[src/rtl/ghost_mode_scheduler_pkg.sv]
// Shared ghost-mode definitions: game-state codes, global mode codes and
// the scatter/chase timetable helpers used by the scheduler and ghost controllers.
package ghost_mode_scheduler_pkg;

  typedef enum logic [7:0] {
    GS_IDLE     = 8'h00,
    GS_PLAY     = 8'h01,
    GS_PAUSE    = 8'h02,
    GS_RELOAD   = 8'h03,
    GS_CLEAR    = 8'h04,
    GS_GAMEOVER = 8'h05
  } game_state_e;

  typedef enum logic [3:0] {
    CHASE      = 4'd0,
    SCATTER    = 4'd1,
    FRIGHTENED = 4'd2
  } ghost_mode_e;

  localparam logic [2:0] LAST_PHASE = 3'd7;

  // Phase 7 is endless chase, so it has no duration.
  function automatic int unsigned phase_duration(input logic [2:0] phase,
                                                 input int unsigned scatter_long,
                                                 input int unsigned scatter_short,
                                                 input int unsigned chase_len);
    case (phase)
      3'd0, 3'd2:       return scatter_long;
      3'd4, 3'd6:       return scatter_short;
      3'd1, 3'd3, 3'd5: return chase_len;
      default:          return 0;
    endcase
  endfunction

  function automatic ghost_mode_e phase_mode(input logic [2:0] phase);
    return phase[0] ? CHASE : SCATTER;
  endfunction

endpackage

[src/rtl/ghost_mode_scheduler_if.sv]
// Ghost-mode bus between the game logic (master) and the mode scheduler (slave).
interface ghost_mode_scheduler_if;
  logic [7:0] i_game_state;
  logic       i_tick;
  logic       i_power_pellet;
  logic [3:0] o_ghost_state;
  logic       o_ghost_reload;
  logic       o_fright_flash;
  logic [2:0] o_phase;

  modport master (
    output i_game_state, i_tick, i_power_pellet,
    input  o_ghost_state, o_ghost_reload, o_fright_flash, o_phase
  );

  modport slave (
    input  i_game_state, i_tick, i_power_pellet,
    output o_ghost_state, o_ghost_reload, o_fright_flash, o_phase
  );
endinterface

[src/rtl/ghost_mode_scheduler_tick_counter.sv]
// Loadable down-counter with synchronous clear, stopping at zero.
// count_next exposes the value the counter takes at the next clock edge.
module ghost_tick_counter #(
  parameter int unsigned      CNT_W   = 12,
  parameter logic [CNT_W-1:0] RST_VAL = '0
) (
  input  logic             clk,
  input  logic             rst,
  input  logic             clr,
  input  logic             load,
  input  logic             dec,
  input  logic [CNT_W-1:0] load_val,
  output logic [CNT_W-1:0] count_next,
  output logic             is_zero,
  output logic             is_one
);
  logic [CNT_W-1:0] count;

  always_comb begin
    count_next = count;
    if (clr)
      count_next = RST_VAL;
    else if (load)
      count_next = load_val;
    else if (dec && !is_zero)
      count_next = count - CNT_W'(1);
  end

  always_ff @(posedge clk or posedge rst) begin
    if (rst)
      count <= RST_VAL;
    else
      count <= count_next;
  end

  assign is_zero = (count == '0);
  assign is_one  = (count == CNT_W'(1));
endmodule

[src/rtl/ghost_mode_scheduler.sv]
// Global ghost-mode generator: scatter/chase timetable, frightened override
// and the one-shot ghost release pulse, all advanced by the frame tick.
module ghost_mode_scheduler
  import ghost_mode_scheduler_pkg::*;
#(
  parameter int unsigned SCATTER_LONG  = 420,
  parameter int unsigned SCATTER_SHORT = 300,
  parameter int unsigned CHASE_LEN     = 1200,
  parameter int unsigned FRIGHT_LEN    = 360,
  parameter int unsigned FLASH_LEN     = 120,
  parameter int unsigned RELOAD_DELAY  = 120,
  parameter int unsigned CNT_W         = 12
) (
  input logic                   i_clk,
  input logic                   i_rst,
  ghost_mode_scheduler_if.slave bus
);
  logic             play, pause_st, clear;
  logic             released, run, pellet, retrigger;
  logic             rel_dec, rel_done, rel_one;
  logic             sched_dec, sched_one, sched_zero, advance;
  logic             fright_dec, fright_zero, fright_one;
  logic [CNT_W-1:0] sched_load_val, sched_next, rel_next, fright_next;
  logic [2:0]       phase, phase_next;
  ghost_mode_e      ghost_state;
  logic             reload, flash;

  assign play     = (bus.i_game_state == GS_PLAY);
  assign pause_st = (bus.i_game_state == GS_PAUSE);
  assign clear    = !play && !pause_st;

  always_comb begin
    run        = play && released;
    pellet     = run && bus.i_power_pellet;
    retrigger  = pellet && !fright_zero;
    rel_dec    = play && !released && bus.i_tick;
    rel_done   = rel_dec && rel_one;
    // Pellet-cycle ticks still count against the schedule, so a boundary
    // crossing on that cycle lands before the schedule freezes.
    sched_dec  = run && bus.i_tick && fright_zero && !sched_zero;
    advance    = sched_dec && sched_one && (phase != LAST_PHASE);
    phase_next = advance ? phase + 3'd1 : phase;
    fright_dec = run && bus.i_tick && !fright_zero && !pellet;
    sched_load_val = CNT_W'(phase_duration(phase_next, SCATTER_LONG,
                                           SCATTER_SHORT, CHASE_LEN));
  end

  ghost_tick_counter #(.CNT_W(CNT_W), .RST_VAL(CNT_W'(SCATTER_LONG))) u_sched (
    .clk(i_clk), .rst(i_rst), .clr(clear), .load(advance), .dec(sched_dec),
    .load_val(sched_load_val), .count_next(sched_next),
    .is_zero(sched_zero), .is_one(sched_one)
  );

  ghost_tick_counter #(.CNT_W(CNT_W), .RST_VAL('0)) u_fright (
    .clk(i_clk), .rst(i_rst), .clr(clear), .load(pellet), .dec(fright_dec),
    .load_val(CNT_W'(FRIGHT_LEN)), .count_next(fright_next),
    .is_zero(fright_zero), .is_one(fright_one)
  );

  // The release counter reaching zero is the "released" flag.
  ghost_tick_counter #(.CNT_W(CNT_W), .RST_VAL(CNT_W'(RELOAD_DELAY))) u_release (
    .clk(i_clk), .rst(i_rst), .clr(clear), .load(1'b0), .dec(rel_dec),
    .load_val('0), .count_next(rel_next),
    .is_zero(released), .is_one(rel_one)
  );

  logic unused_counter_outputs;
  assign unused_counter_outputs = ^{sched_next, rel_next, fright_one};

  always_ff @(posedge i_clk or posedge i_rst) begin
    if (i_rst) begin
      phase       <= '0;
      ghost_state <= SCATTER;
      reload      <= 1'b0;
      flash       <= 1'b0;
    end else if (clear) begin
      phase       <= '0;
      ghost_state <= SCATTER;
      reload      <= 1'b0;
      flash       <= 1'b0;
    end else if (play) begin
      phase  <= phase_next;
      reload <= rel_done;
      // A re-trigger shows the schedule mode for one cycle before FRIGHTENED.
      ghost_state <= (fright_next != '0 && !retrigger) ? FRIGHTENED
                                                        : phase_mode(phase_next);
      flash <= (fright_next != '0) && (fright_next <= CNT_W'(FLASH_LEN));
    end else begin
      reload <= 1'b0;
    end
  end

  assign bus.o_ghost_state  = ghost_state;
  assign bus.o_ghost_reload = reload;
  assign bus.o_fright_flash = flash;
  assign bus.o_phase        = phase;
endmodule

[src/flat_wrapper.sv]
// flat-port wrapper written by rule: the top's interface ports become plain ports
module ghost_mode_scheduler_flat import ghost_mode_scheduler_pkg::*;
#(
  parameter int unsigned SCATTER_LONG  = 420,
  parameter int unsigned SCATTER_SHORT = 300,
  parameter int unsigned CHASE_LEN     = 1200,
  parameter int unsigned FRIGHT_LEN    = 360,
  parameter int unsigned FLASH_LEN     = 120,
  parameter int unsigned RELOAD_DELAY  = 120,
  parameter int unsigned CNT_W         = 12
)
  (i_clk, i_rst, bus_i_game_state, bus_i_tick, bus_i_power_pellet, bus_o_ghost_state, bus_o_ghost_reload, bus_o_fright_flash, bus_o_phase);
  ghost_mode_scheduler_if bus_i ();
  input logic i_clk;
  input logic i_rst;
  input wire logic [$bits(bus_i.i_game_state)-1:0] bus_i_game_state;
  input wire logic [$bits(bus_i.i_tick)-1:0] bus_i_tick;
  input wire logic [$bits(bus_i.i_power_pellet)-1:0] bus_i_power_pellet;
  output wire logic [$bits(bus_i.o_ghost_state)-1:0] bus_o_ghost_state;
  output wire logic [$bits(bus_i.o_ghost_reload)-1:0] bus_o_ghost_reload;
  output wire logic [$bits(bus_i.o_fright_flash)-1:0] bus_o_fright_flash;
  output wire logic [$bits(bus_i.o_phase)-1:0] bus_o_phase;
  assign bus_i.i_game_state = bus_i_game_state;
  assign bus_i.i_tick = bus_i_tick;
  assign bus_i.i_power_pellet = bus_i_power_pellet;
  assign bus_o_ghost_state = bus_i.o_ghost_state;
  assign bus_o_ghost_reload = bus_i.o_ghost_reload;
  assign bus_o_fright_flash = bus_i.o_fright_flash;
  assign bus_o_phase = bus_i.o_phase;
  ghost_mode_scheduler #(.SCATTER_LONG(SCATTER_LONG), .SCATTER_SHORT(SCATTER_SHORT), .CHASE_LEN(CHASE_LEN), .FRIGHT_LEN(FRIGHT_LEN), .FLASH_LEN(FLASH_LEN), .RELOAD_DELAY(RELOAD_DELAY), .CNT_W(CNT_W)) u_core (.i_clk(i_clk), .i_rst(i_rst), .bus(bus_i));
endmodule
[config.mk]
export PLATFORM = sky130hd
export DESIGN_NAME = ghost_mode_scheduler_flat
export DESIGN_NICKNAME = d
export VERILOG_FILES = /design/src/rtl/ghost_mode_scheduler_pkg.sv /design/src/rtl/ghost_mode_scheduler_if.sv /design/src/rtl/ghost_mode_scheduler_tick_counter.sv /design/src/rtl/ghost_mode_scheduler.sv /design/src/flat_wrapper.sv
export SDC_FILE = /design/constraint.sdc
export NUM_CORES = 1
export LEC_CHECK = 0
export CAP_MARGIN = 25
export CELL_PAD_IN_SITES_DETAIL_PLACEMENT = 0
export CELL_PAD_IN_SITES_GLOBAL_PLACEMENT = 1
export CORE_ASPECT_RATIO = 0.8
export CORE_UTILIZATION = 50
export CTS_BUF_LIST = sky130_fd_sc_hd__clkbuf_4 sky130_fd_sc_hd__clkbuf_8
export DETAILED_ROUTE_END_ITERATION = 8
export DONT_BUFFER_PORTS = 1
export PLACE_DENSITY = 0.9
export SYNTH_ARGS = -nofsm -noshare
export SYNTH_HDL_FRONTEND = slang
export SYNTH_SLANG_ARGS = --single-unit
[constraint.sdc]
create_clock -name i_clk -period 3.2 [get_ports i_clk]
set_input_delay 0.32 -clock i_clk [delete_from_list [all_inputs] [get_ports i_clk]]
set_output_delay 0.32 -clock i_clk [all_outputs]
set_load 0.05 [all_outputs]
# Word-level counts from Yosys, hierarchy flattened
# Cells that the tools add are included.
# word_totals
mem_bits_ro	0
input_bits	12
register_bits	45
latchBits	0
ram_bits	0
wordCells	80
output_inout_bits	9
mem_count	0
# op_classes
n_reduce_logical	37
n_lt_le_gt_ge	1
n_div	0
mux	20
bitwise	0
multipliers	0
n_shift	0
eq_ne	11
addsub	4
# op_table
operator	n
$mux W12	8
$logic_not A12 Y1	3
$sub A12 B1 Y12 const B	3
$pmux W11 S3	1
$eq A12 B1 Y1 const B	2
$logic_and A1 B1 Y1	19
$le A12 B7 Y1 const B	1
$mux W4	3
$reduce_bool A12 Y1	1
$eq A3 B3 Y1 const B	3
$mux W3	3
$eq A8 B1 Y1 const B	1
$eq A8 B2 Y1 const B	1
$logic_not A1 Y1	7
$eq A3 B2 Y1 const B	2
$mux W1	5
$reduce_bool A2 Y1	2
$reduce_or A2 Y1	2
$add A3 B1 Y3 const B	1
$eq A3 B1 Y1 const B	1
$logic_not A3 Y1	1
$ne A3 B3 Y1 const B	1
$reduce_bool A3 Y1	1
$reduce_or A3 Y1	1

# Longest topological paths before layout
# Gate-level depths: netlist of run 1.
# depth
word_depth	14
mapped_depth	14
mapped_depth_nobuf	12

# Modules after synthesis
# A second synthesis of run 1 with hierarchy kept.
# hier_totals
cells_unflattened	363
hier_area_um2	3271.9
# modules_own_cells
mod	n_inst	seq_area_each_um2	area_each_um2	cells_each
ghost_tick_counter at u_core.u_sched	1	305.3	919.6	102
ghost_tick_counter at u_core.u_release	1	305.3	912.1	99
ghost_tick_counter at u_core.u_fright	1	300.3	830.8	87
ghost_mode_scheduler	1	176.4	609.3	75

# Least setup slack after synthesis of run 1
# No wires, ideal clock.
# synth_timing
kind	reg-to-reg
start	reg u_core.u_fright.count[6]
end	reg u_core.u_sched.count[10]
n_path_buf	2
path_stages_with_launch	14
setup_ns	0.132
period_less_slack_ns	2.829
arrival_time_ns	2.697
setup_slack_ns	0.371
required_time_ns	3.068
cell_sequence	dfrtp_1 -> nor4_2 -> nand4_1 -> buf_2 -> a2111o_1 -> buf_2 -> nor2_1 -> ha_1 -> inv_1 -> a21oi_1 -> o21ai_1 -> a21oi_1 -> o21ai_0 -> o21ai_0
# synth_via
elab_chain_cells	11
elab_cells_between_ends	21
classes_between	6 x eq/ne; 4 x mux; 11 x reduce/logical
# synth_rtl
element	line_no	rtl
start: declaration	ghost_mode_scheduler_tick_counter.sv:17	logic [CNT_W-1:0] count;
start signal: assignment	ghost_mode_scheduler_tick_counter.sv:33	count <= count_next;
$logic_not A12 Y1 (*)	ghost_mode_scheduler_tick_counter.sv:36	assign is_zero = (count == '0);
$logic_and A1 B1 Y1 (*) (2 in series)	ghost_mode_scheduler.sv:40	sched_dec = run && bus.i_tick && fright_zero && !sched_zero;
$logic_and A1 B1 Y1 (2 in series)	ghost_mode_scheduler.sv:41	advance = sched_dec && sched_one && (phase != LAST_PHASE);
$mux W3	ghost_mode_scheduler.sv:42	phase_next = advance ? phase + 3'd1 : phase;
$eq A3 B1 Y1 (tied with other cells)	ghost_mode_scheduler_pkg.sv:27	case (phase)
$reduce_or A3 Y1 / $reduce_or A2 Y1 (equally long branches)	ghost_mode_scheduler_pkg.sv:27	
$pmux W11 S3	ghost_mode_scheduler_pkg.sv:27	
$mux W12	ghost_mode_scheduler_tick_counter.sv:23	else if (load)
$mux W12	ghost_mode_scheduler_tick_counter.sv:21	if (clr)
end signal: assignment	ghost_mode_scheduler_tick_counter.sv:33	
end: declaration	ghost_mode_scheduler_tick_counter.sv:17	
# Mark *: on every way between the ends. The rest lies on a longest branch, timed or not.
# A chain may end at the register's enable or synchronous reset.

# Worst setup path in the final report of run 1
# layout_timing
start	reg u_core.u_fright.count[0]
end	reg u_core.ghost_state[1] (netlist: u_core.bus.o_ghost_state[1])
# layout_via
elab_chain_cells	13
elab_cells_between_ends	16
classes_between	1 x add/sub; 6 x mux; 9 x reduce/logical
# layout_rtl
element	line_no	rtl
parallel branches: the longest is 5 deep, another holds $sub A12 B1 Y12	n/a	
$mux W12 (*)	ghost_mode_scheduler_tick_counter.sv:25	else if (dec && !is_zero)
$mux W12 (*)	ghost_mode_scheduler_tick_counter.sv:23	
$mux W12 (*)	ghost_mode_scheduler_tick_counter.sv:21	
via u_core.fright_next[10]	ghost_mode_scheduler.sv:23	logic [CNT_W-1:0] sched_load_val, sched_next, rel_next, fright_next;
$reduce_bool A12 Y1 (*)	ghost_mode_scheduler.sv:85	ghost_state <= (fright_next != '0 && !retrigger) ? FRIGHTENED
$logic_and A1 B1 Y1 (*)	ghost_mode_scheduler.sv:85	
$mux W4 (*)	ghost_mode_scheduler.sv:85	
$mux W4 (*)	ghost_mode_scheduler.sv:81	end else if (play) begin
$mux W4 (*)	ghost_mode_scheduler.sv:76	end else if (clear) begin
end signal: assignment	ghost_mode_scheduler.sv:85	
end: declaration	ghost_mode_scheduler.sv:25	ghost_mode_e ghost_state;
# Mark *: on every way through the listed nets, which the timed path passes. The select of a mux whose other input is x is not followed.

==> results by group, run 1 <==
Finish
  – Commonest non-fill, non-tap cell in the layout: nor2_1
  – Final nets: approximately 320
  – Antenna Cells: 0
  – Most frequent cells in the layout: nor2_1 (37), dfrtp_1 (34), nand2_1 (23)
  – Share of cells above drive strength 1: 0.156
  – FILL cells: about 480
  – Area grow syn2layout: 6.72%

Yosys
  – Largest area contributor in the netlist: dfrtp_1
  – Synth top area share: 0.313
  – FF+latch count, synth: between 40 and 50
  – Synth Area per Inst: 9.28 um2
  – Yosys cell types: 56
  – Seq/Total Area, Yosys: 0.400
  – Synth top area cells: dfrtp_1 (31%), dfstp_2 (8.7%), nor2_1 (5.1%)
  – Mapped cell area: 0.00272 mm2
  – Synth Flop Type: dfrtp_1
  – Fraction of registers with async set or reset after synthesis: 1.00
  – Synth Instances: 293
  – Syn. warnings: 0
  – Post-synth EDFFs: 0

Setup path
  – Crit path DAT: 3.23 ns
  – Req. time, crit path: ~3.5 ns
  – CP endpoint kind: flip-flop
  – CP Max Fanout: 5
  – Critical path type: reg -> reg
  – Crit start category: flip-flop

Floorplanning
  – Die Area: ~0.0057 mm2
  – # rows: 23
  – Starting Density: 0.531
  – Core Box Area: 0.00512 mm2
  – Die Wd: 84.4 um
  – IO Pins: 21
  – Die Y: 68.0 um

STA
  – # setup viols final: 0
  – Max frequency: around 330 MHz
  – Crit share post-route: 0.933
  – Final hold vios: 0
  – RSZ-0062 raised after global routing: no
  – Max_slew headroom: 0.636
  – Slew Limit Fails: 0
  – Final worst setup slack: 0.214 ns
  – Setup TNS: 0 ns
  – Tmin final: 2.99 ns
  – Final Skew: around 0.0095 ns
  – Worst slew pin tran: 0.545 ns
  – Fin Hold WS: 0.0317 ns

Clocking
  – Clock Root Buffer: clkbuf_8
  – Number of clock sinks: 43
  – Clock Pin Slew Worst Setup and Hold Paths: 0.09 ns
  – Post-cts resize count: 0
  – H-tree depth: 2
  – # hold bufs at CTS: 0
  – Clock Path Buffers: 2
  – Clock latency on the worst-skew pair: around 0.30 ns
  – CTS buffer count: 5
  – TritonCTS clock tree: built
  – Post-CTS setup buffer count: 0

Routing
  – Antenna viol nets, final: 0
  – DR vias/cell: 6.10
  – Routed vias: 2219
  – Drt wl/cell: 16.9 um
  – Highest routed layer: met4
  – DRT iter0 DRCs: between 150 and 200
  – Post-Route M1 WL: 3240 um
  – DR pass1 iterations: 9
  – WL met3: 335 um
  – Final WL: around 6000 um
  – Met2 wire len: 2540 um
  – DRC viols: 3

Min path
  – Hold Path Class: in -> async

Run
  – Max Cap Viol: 0

Placed design
  – Final GP Congestion: around 0.83
  – Setup slack at placement: 0.370 ns
  – I/O Buffers: 0
  – Dpl hpwl: between 4000 and 5000 um

Run status
  – Outcome: finished with violations
  – Failing checks: design-rule violations

GRT
  – Total grt overflow: 0
  – Initial antenna violation count: 0
  – First-pass GRT wire length: about 9600 um
  – Largest net degree at the start of global routing: 44
  – Number of global-route vias before repair: 1953
  – Overall Global Routing Usage: 0.222

Pwr
  – Pleak: around 1.2 nW
  – VDD IR max: 0.203 mV
  – Power Density: 320 mW/mm2
## worst max-delay path, stage by stage (launching register included)
cell	delay, ns
dfrtp_1	0.44
inv_1	0.10
ha_1	0.18
or4bb_1	0.49
nor4_2	0.35
nand3_1	0.20
or3_1	0.36
a21oi_2	0.18
nor4_1	0.09
a221oi_2	0.37
a31o_1	0.15
## synthesized netlist by cell type (8+ instances only)
master    n
xor2_1    8
nand2_1  23
xnor2_1   8
ha_1     10
nand4_1   9
nand3_1  10
a21oi_1  19
nor2_1   37
dfstp_2   9
inv_1    15
or3_1     9
o21ai_0  21
dfrtp_1  34
## state kept, by name (all words and copies together) (netlist names)
name / cells
u_core.bus.o_ghost_reload: 1
u_core.u_fright.count: 12
u_core.bus.o_phase: 3
u_core.u_sched.count: 12
u_core.u_release.count: 12
u_core.bus.o_ghost_state: 2
u_core.bus.o_fright_flash: 1
## layer usage
layer	GRT usage	up-vias
li1	-	1077
met3	0.0615	4
met5	0	-
met2	0.319	59
met4	0.0551	0
met1	0.329	1079
## where the power goes
group	total (mW)	internal, mW	switching, mW
Combinational	0.0346	0.00914	0.0255
Clock	0.349	0.150	0.199
Sequential	0.544	0.544	0.000215
Total	0.928	0.703	0.225
## stage by stage
stage                     total power, mW  utilization  area, um2  instances
final                               0.928        0.566       2900        364
after global routing                0.962        0.566       2900        364
after CTS                           0.941        0.566       2900        364
after detailed placement            0.590        0.550       2820        356
after global placement              0.590        0.550       2820        356
after floorplan                     0.584            -       2720        294
## layout make-up
class / count / area, um2 / area share
multi-input cells: 228 / 1540 / 0.530
flip-flops and latches: 43 / 1090 / 0.375
well taps: 62 / 77.6 / 0.0267
clock buffers: 5 / 68.8 / 0.0237
repair buffers: 8 / 60.1 / 0.0207
inverters: 15 / 56.3 / 0.0194
clock inverters: 3 / 15.0 / 0.00517
## cell families (layout without fill, tap and decap cells)
group | Yosys count | in the layout | share of synthesized area
simple gates | 136 | 136 | 0.310
mux | 2 | 2 | 0.00828
buf+inv | 23 | 31 | 0.0364
flops | 43 | 43 | 0.400
compound gates | 62 | 62 | 0.147
xor+xnor | 16 | 16 | 0.0515
fa+ha+maj | 10 | 10 | 0.0460
other cells | 1 | 2 | 0.00138
## worst paths after layout
kind                                                    end  cells after the start  slack (ns)                startpoint
max in group asynchronous        u_core.u_release.count[11]                      2        2.80                     i_rst
worst min-delay path                u_core.u_sched.count[1]                      2        0.03                     i_rst
worst max register to register  u_core.bus.o_ghost_state[1]                     10        0.21  u_core.u_fright.count[0]
worst min register to register     u_core.u_sched.count[11]                      2        0.48  u_core.u_sched.count[11]
worst max-delay path            u_core.bus.o_ghost_state[1]                     10        0.21  u_core.u_fright.count[0]
min in group i_clk                    u_core.bus.o_phase[0]                      3        0.22       bus_i_game_state[4]
No activity file was read; power rests on OpenSTA's default activity.
==> run 2: changes to the inputs <==
Settings changed: CTS_BUF_LIST sky130_fd_sc_hd__clkbuf_4 sky130_fd_sc_hd__clkbuf_8 to default.
Clock period 3.2 ns to 3.45 ns, I/O delays scaled along.
==> run 2 against run 1 <==
The run still ends with design-rule violations left. Fmax is 3.6% lower. Clock-buffer cell count rose by 3. Global-route usage up 0.26 points. Critical endpoint is now u_core.u_sched.count[4]. Largest cell class unchanged.
==> results by group, run 2 (synthesis gave the netlist of run 1 again) <==
Run status
  – Outcome: finished with violations
  – Failing checks: design-rule violations

Finish
  – Commonest non-fill, non-tap cell in the layout: nor2_1
  – Final nets: around 320
  – Most frequent cells in the layout: nor2_1 (37), dfrtp_1 (34), nand2_1 (23)
  – Share of cells above drive strength 1: 0.144
  – Area grow syn2layout: 6.44%
  – Antenna Cells: 0
  – Biggest regs: u_core.u_fright.count x12, u_core.u_release.count x12, u_core.u_sched.count x12

GRT
  – Largest net degree at the start of global routing: 44
  – Number of global-route vias before repair: a little over 2k
  – Initial antenna violation count: 0
  – Overall Global Routing Usage: 0.225
  – Total grt overflow: 0
  – First-pass GRT wire length: about 9800 um

Routing
  – Routed vias: 2184
  – DR vias/cell: 6.07
  – DRT iter0 DRCs: 138
  – DR pass1 iterations: 6
  – Antenna viol nets, final: 0
  – DRC viols: 3
  – Drt wl/cell: 16.8 um
  – Final WL: 6040 um

STA
  – Final hold vios: 0
  – Slew Limit Fails: 0
  – # setup viols final: 0
  – Crit share post-route: 0.898
  – Max_slew headroom: 0.640
  – Worst slew pin tran: ~0.54 ns
  – RSZ-0062 raised after global routing: no
  – Setup TNS: 0 ns
  – Tmin final: 3.10 ns
  – Final Skew: ~0.0045 ns
  – Max frequency: about 320 MHz

Clocking
  – Clock latency on the worst-skew pair: approximately 0.30 ns
  – CTS buffer count: 5
  – H-tree depth: 2
  – Clock Root Buffer: clkbuf_8
  – Post-CTS setup buffer count: 0
  – Clock Path Buffers: 2
  – TritonCTS clock tree: built
  – Number of clock sinks: 43
  – Clock Pin Slew Worst Setup and Hold Paths: 0.08 ns

Setup path
  – Reg-to-reg critical path endpoint: u_core.u_sched.count[4]
  – CP Max Fanout: 8
  – Req. time, crit path: 3.63 ns
  – Worst reg-to-reg setup slack: 0.35 ns
  – R2r worst-path depth: 12
  – Crit path capture: u_core.u_sched.count[4]
  – Critical path type: reg -> reg
  – Reg-to-reg startpoint: u_core.u_sched.count[2]
  – Launch point of the critical path: u_core.u_sched.count[2]
  – Crit path DAT: 3.27 ns
  – CP endpoint kind: flip-flop
  – Crit start category: flip-flop

Floorplanning
  – Core Box Area: 0.00512 mm2
  – # rows: 23
  – Die Area: 0.00574 mm2
  – Starting Density: 0.531
  – Die Wd: approximately 84 um
  – IO Pins: 21
  – Die Y: slightly below 70 um

Placed design
  – Final GP Congestion: 0.885
  – I/O Buffers: 0
  – Dpl hpwl: 4490 um

Pwr
  – Final total power: 0.891 mW
  – Power Density: 308 mW/mm2
  – Pleak: 1.14 nW
  – VDD IR max: 0.231 mV

Min path
  – Hold Path Class: in -> async

Run
  – Max Cap Viol: 0
## run 2: cell types whose count changed in the layout (fill, tap and decap cells not counted)
cell	previous run	this run
nor4_2	5	6
clkbuf_1	0	1
buf_4	8	4
clkbuf_8	5	7
nor4_1	5	4
clkinv_2	3	0
## run 2: routing by layer
layer / track usage / part of all wire / up-vias
met3: 0.0483 / 0.054 / 10
li1: - / - / 1064
met2: 0.335 / 0.44 / 52
met1: 0.324 / 0.50 / 1058
met5: 0 / 0 / -
met4: 0.0847 / 0.013 / 0
## run 2: where the power goes
group | internal (mW) | leakage, nW | switching, mW
registers | 0.504 | 0.570 | 0.000205
clock network | 0.183 | 0.0515 | 0.172
logic | 0.00845 | 0.520 | 0.0238
total | 0.696 | 1.14 | 0.196
## run 2: timing repair
| item | CTS | global route |
|---|---|---|
| endpoints found under the hold margin | 0 | 0 |
| resized for setup | 0 | 1 |
| hold buffers | 0 | 0 |
| endpoints found under the setup margin | 0 | 2 |
## run 2: worst min path at each step
| stage | startpoint | end |
|---|---|---|
| after floorplan | u_core.u_sched.count[11] | u_core.u_sched.count[11] |
| after global placement | i_rst | u_core.bus.o_ghost_reload |
| after detailed placement | i_rst | u_core.bus.o_ghost_reload |
| after CTS | i_rst | u_core.bus.o_ghost_reload |
| after global routing | i_rst | u_core.bus.o_ghost_reload |
| final | i_rst | u_core.bus.o_ghost_reload |
## run 2: final cells by class
type | count | area (um2)
clock buffers | 8 | 100
well taps | 62 | 77.6
inverters | 15 | 56.3
repair buffers | 4 | 30.0
fillers | 458 | 2230
multi-input cells | 228 | 1540
flip-flops and latches | 43 | 1090
## run 2: metrics by stage
stage | utilization | instance area [um2] | worst slack, ns | std cells | hold slack [ns]
2_1_floorplan | - | 2720 | 0.621 | 294 | 0.438
3_3_place_gp | 0.544 | 2790 | 0.425 | 352 | 0.397
3_5_place_dp | 0.544 | 2790 | 0.243 | 352 | 0.400
4_1_cts | 0.564 | 2890 | 0.206 | 360 | 0.0742
5_1_grt | 0.565 | 2890 | 0.160 | 360 | 0.102
6_report | 0.565 | 2890 | 0.353 | 360 | 0.0577
## run 2: worst max-delay path, cell delays in order (launching register included)
cell and delay (ns):
dfstp_2 0.40, or3_1 0.42, nor4_2 0.30, and4b_1 0.42
inv_1 0.17, nor2_1 0.26, ha_1 0.31, inv_1 0.10
a21oi_1 0.05, o21ai_1 0.22, a21oi_1 0.08, o21ai_0 0.15
o21ai_0 0.10
